===== config.mk =====
export PLATFORM = sky130hd
export DESIGN_NAME = fp_mc_ctrl
export DESIGN_NICKNAME = d
export VERILOG_FILES = /design/src/rtl/fp_mc_ctrl.sv
export SDC_FILE = /design/constraint.sdc
export NUM_CORES = 1
export LEC_CHECK = 0
export ABC_AREA = 1
export ABC_CLOCK_PERIOD_IN_PS = 5700
export CORE_ASPECT_RATIO = 1.25
export CORE_UTILIZATION = 45
export DETAILED_ROUTE_END_ITERATION = 6
export PLACE_DENSITY = 0.85
export SKIP_CTS_REPAIR_TIMING = 1
export SLEW_MARGIN = 0
export SYNTH_ARGS = -nofsm -noshare
export SYNTH_HDL_FRONTEND = slang
export SYNTH_SLANG_ARGS = --single-unit

===== constraint.sdc =====
create_clock -name clk -period 5.7 [get_ports clk]
set_input_delay 1.14 -clock clk [delete_from_list [all_inputs] [get_ports clk]]
set_output_delay 1.14 -clock clk [all_outputs]
set_load 0.03 [all_outputs]

===== src/rtl/fp_mc_ctrl.sv =====
// fp_mc_ctrl: issue, scoreboard and write-back arbitration for the iterative
// FP divide/sqrt unit.
// Ports:
//   in  clk, reset (async active-low), StartE, RdE[4:0], DoneMC,
//       Rs1D/Rs2D/Rs3D[4:0], FpUseD, FpWriteD, RdD[4:0], McOpD, FpRegWriteW
//   out StartMC, BusyMC, StallD, FlushE, StallAll, WbSelMC, WbRdMC[4:0]
module fp_mc_ctrl #(
    parameter int STARVE_LIM = 4
) (
    input  logic       clk,
    input  logic       reset,
    input  logic       StartE,
    input  logic [4:0] RdE,
    input  logic       DoneMC,
    input  logic [4:0] Rs1D,
    input  logic [4:0] Rs2D,
    input  logic [4:0] Rs3D,
    input  logic       FpUseD,
    input  logic       FpWriteD,
    input  logic [4:0] RdD,
    input  logic       McOpD,
    input  logic       FpRegWriteW,
    output logic       StartMC,
    output logic       BusyMC,
    output logic       StallD,
    output logic       FlushE,
    output logic       StallAll,
    output logic       WbSelMC,
    output logic [4:0] WbRdMC
);

    localparam int CW = (STARVE_LIM > 1) ? $clog2(STARVE_LIM) : 1;
    localparam logic [CW-1:0] CNT_MAX = CW'(STARVE_LIM - 1);

    typedef enum logic [1:0] {
        IDLE  = 2'd0,
        ISSUE = 2'd1,
        BUSY  = 2'd2,
        PEND  = 2'd3
    } state_t;

    state_t          state_q, state_d;
    logic [4:0]      pend_rd_q, pend_rd_d;
    logic [CW-1:0]   starve_cnt_q, starve_cnt_d;

    logic            track_en;
    logic [4:0]      track_rd;
    logic            src_hit;
    logic            dst_hit;

    always_ff @(posedge clk or negedge reset) begin
        if (!reset) begin
            state_q      <= IDLE;
            pend_rd_q    <= '0;
            starve_cnt_q <= '0;
        end else begin
            state_q      <= state_d;
            pend_rd_q    <= pend_rd_d;
            starve_cnt_q <= starve_cnt_d;
        end
    end

    always_comb begin
        state_d      = state_q;
        pend_rd_d    = pend_rd_q;
        starve_cnt_d = starve_cnt_q;
        StartMC      = 1'b0;
        StallAll     = 1'b0;
        WbSelMC      = 1'b0;
        unique case (state_q)
            IDLE: begin
                if (StartE) begin
                    pend_rd_d = RdE;
                    state_d   = ISSUE;
                end
            end
            ISSUE: begin
                StartMC = 1'b1;
                state_d = BUSY;
            end
            BUSY: begin
                if (DoneMC) begin
                    starve_cnt_d = '0;
                    state_d      = PEND;
                end
            end
            PEND: begin
                if (!FpRegWriteW) begin
                    WbSelMC = 1'b1;
                    state_d = IDLE;
                end else if (starve_cnt_q == CNT_MAX) begin
                    // Starved too long: freeze the pipeline so its
                    // write-back slot is yielded to the pending result.
                    StallAll = 1'b1;
                    WbSelMC  = 1'b1;
                    state_d  = IDLE;
                end else begin
                    starve_cnt_d = starve_cnt_q + CW'(1);
                end
            end
            default: state_d = IDLE;
        endcase
    end

    // In IDLE the op entering the unit is still in Execute, so its RdE is
    // already the register to protect.
    always_comb begin
        track_en = (state_q != IDLE) || StartE;
        track_rd = (state_q == IDLE) ? RdE : pend_rd_q;
        src_hit  = FpUseD &&
                   ((Rs1D == track_rd) ||
                    (Rs2D == track_rd) ||
                    (Rs3D == track_rd));
        dst_hit  = FpWriteD && (RdD == track_rd);
        StallD   = track_en && (McOpD || src_hit || dst_hit);
        FlushE   = StallD;
        BusyMC   = (state_q != IDLE);
        WbRdMC   = pend_rd_q;
    end

endmodule


==> impl_metrics.csv <==
group,metric,value,unit
cells_and_area,ff_latch_area,225,um^2
synthesis,synth_fp_nets,199,
synthesis,syn_inst,161,
synthesis,synth_area,993,um^2
cells_and_area,nFillCells,177,
cells_and_area,final_nets,244,
routing,viasPerCell,4.88,
pwr,p_per_area,477,nW/um^2
clock_network,root_buffer,"clkbuf_4",
synthesis,yosysUniqueCellTypes,20,
global_route,grt_pass1_wl,3.82,mm
placement,gp_congestion,0.798,
global_route,gr-total-overflow,0,
cells_and_area,stdcell_count,225,
setup_path,cp_max_fo,4,
routing,dr.pass1.iters,7,
floorplan,core,2030,um^2
setup_path,worst-setup-path-type,"input pin to primary output",
floorplan,dieWidth,44.0,um
routing,drt_iter0_drc,27,
routing,wire_per_inst,11.0,um
floorplan,fp.dieH,54.5,um
timing,fin_ws,1430,ps
synthesis,synth-warning-count,0,
clock_network,cts_max_path_buffers,2,
cells_and_area,drive_gt1_frac,0.107,
cells_and_area,syn_to_final_growth,45.8,%
placement,dp_hpwl,2.08,mm
clock_network,clkSlewWorstSetupHoldPaths,50,ps
routing,detail-route-antenna-nets,0,
routing,wirelength,2.48,mm
timing,setup_violations,0,
pwr,p_leak,0.745,nW
flow_run,maxCapViolCount,0,
timing,setup_tns,0,ps
floorplan,rows,18,
global_route,grt_max_degree,14,
placement,placed_area,1420,um^2
setup_path,start_kind,"input pin",
timing,grt_setup_unrepaired,"false",
min_path,min_path_type,"register to register",
global_route,antenna_found_initial,0,
routing,vias,1099,
placement,port_buffers,43,
timing,period_minus_slack,4270,ps
synthesis,avgSynthCellArea,6.17,um^2
status,status,"finished with violations",
cells_and_area,n_antenna_cell,0,
clock_network,cts.sinks,9,
clock_network,cts_buffers,3,
timing,holdWs,520,ps
cells_and_area,multi_input_area,637,um^2
floorplan,dieArea,2400,um^2
cells_and_area,final_area,1450,um^2
global_route,grt.total_usage,0.213,
synthesis,synth-seq-cells,9,
clock_network,clk_latency,260,ps
clock_network,cts_tree,"built",
setup_path,worstSetupEndpointType,"primary output",
timing,fin_crit_sh,0.749,
setup_path,arrival,3130,ps
timing,worst_pin_slew,465,ps
floorplan,start_util,0.490,
placement,dp_worst_setup_slack,1410,ps
pwr,ir_worst_vdd,0.339,mV
floorplan,ios,44,
placement,placed_cells,221,
timing,relSlewSlack,0.690,
timing,drv_slew,0,
timing,hold_viol_final,0,
routing,drc,6,
timing,clock.fmax,234,MHz
status,violations,"design-rule violations",
setup_path,cp.required,4560,ps
global_route,grt_pass1_vias,983,
timing,finalClockSkew,2.63,ps
clock_network,cts_max_level,1,
synthesis,seq_area_frac_synth,0.227,
-- through the flow --
step | util | power [mW]
2_1_floorplan | - | 0.515
3_3_place_gp | 0.702 | 0.629
3_5_place_dp | 0.702 | 0.649
4_1_cts | 0.715 | 0.701
5_1_grt | 0.715 | 0.763
6_report | 0.715 | 0.692
-- cells in the final DEF, fill, tap and decap left out, drive strengths merged --
cell,count
nand2,67
clkdlybuf4s50,43
inv,28
nand3,15
o21ai,11
nor2,10
dfrtp,9
xnor2,5
ha,5
clkbuf,4
a21oi,3
or2,1
nor3,1
a211oi,1
o21a,1
a311oi,1
-- Yosys cell counts --
library cell  instances  area share
nand2_4               2       0.023
a21oi_2               2       0.018
a211oi_1              1      0.0076
xnor2_1               5       0.044
a21oi_1               1      0.0050
nor3_1                1      0.0050
nand2_2              13       0.082
ha_1                  5       0.063
dfrtp_1               9        0.23
nor2_1               10       0.038
nand2_1              52        0.20
or2_0                 1      0.0063
inv_1                27        0.10
o21ai_0              11       0.055
nand3_1              15       0.076
o21a_1                1      0.0076
inv_2                 1      0.0038
buf_4                 2       0.015
a311oi_2              1       0.015
buf_6                 1       0.011
-- power breakdown --
part	internal, mW	leakage [nW]	switching (mW)
Clock	0.0269	0.0150	0.0208
Combinational	0.205	0.618	0.311
Sequential	0.0964	0.112	0.0311
-- worst paths after layout --
path                                        start                      to  slack, ps  cells after the start
setup / recovery                           RdE[2]                  StallD       1430                     11
hold / removal              WbRdMC[2]$_DFFE_PN0P_   WbRdMC[2]$_DFFE_PN0P_        520                      2
setup reg to reg           state_q[0]$_DFFE_PN0P_  state_q[0]$_DFFE_PN0P_       3760                      7
hold reg to reg             WbRdMC[2]$_DFFE_PN0P_   WbRdMC[2]$_DFFE_PN0P_        520                      2
max in group asynchronous                   reset   WbRdMC[2]$_DFFE_PN0P_       4230                      1
min in group asynchronous                   reset   WbRdMC[3]$_DFFE_PN0P_       1180                      1
-- layer usage --
metal	GRT usage	wire length, um	vias to the layer above
met1	0.244	978	473
met4	0.0758	0	0
li1	-	-	583
met5	0	0	-
met3	0.0264	242	0
met2	0.402	1260	43
-- layout make-up --
type,count,area share
Clock buffer,4,0.0181
Timing Repair Buffer,43,0.297
Inverter,28,0.0725
Multi-Input combinational cell,121,0.440
Sequential cell,9,0.155
Tap cell,20,0.0173
-- registers in the layout, summed over array words and instances (netlist names) --
name          count
WbRdMC            5
state_q           2
starve_cnt_q      2
-- kinds of logic (layout without fill, tap and decap cells) --
| kind of cell | Yosys count | after routing | synth area share |
|---|---|---|---|
| AND/OR/NAND/NOR | 94 | 94 | 0.426 |
| AO/OA/AOI/OAI | 17 | 17 | 0.108 |
| XOR/XNOR | 5 | 5 | 0.0441 |
| buffers and inverters | 31 | 75 | 0.132 |
| flip-flops | 9 | 9 | 0.227 |
| adder cells (fa/ha/maj) | 5 | 5 | 0.0630 |
-- worst max-delay path: stages --
cell and delay, ps:
clkdlybuf4s50_1 430, nand2_1 130, nand2_1 130, nand2_1 90
nand2_1 60, nor2_1 90, nand3_1 80, nand3_1 80
nand2_1 70, a21oi_2 140, clkdlybuf4s50_1 690
No activity file was read; power rests on OpenSTA's default activity.
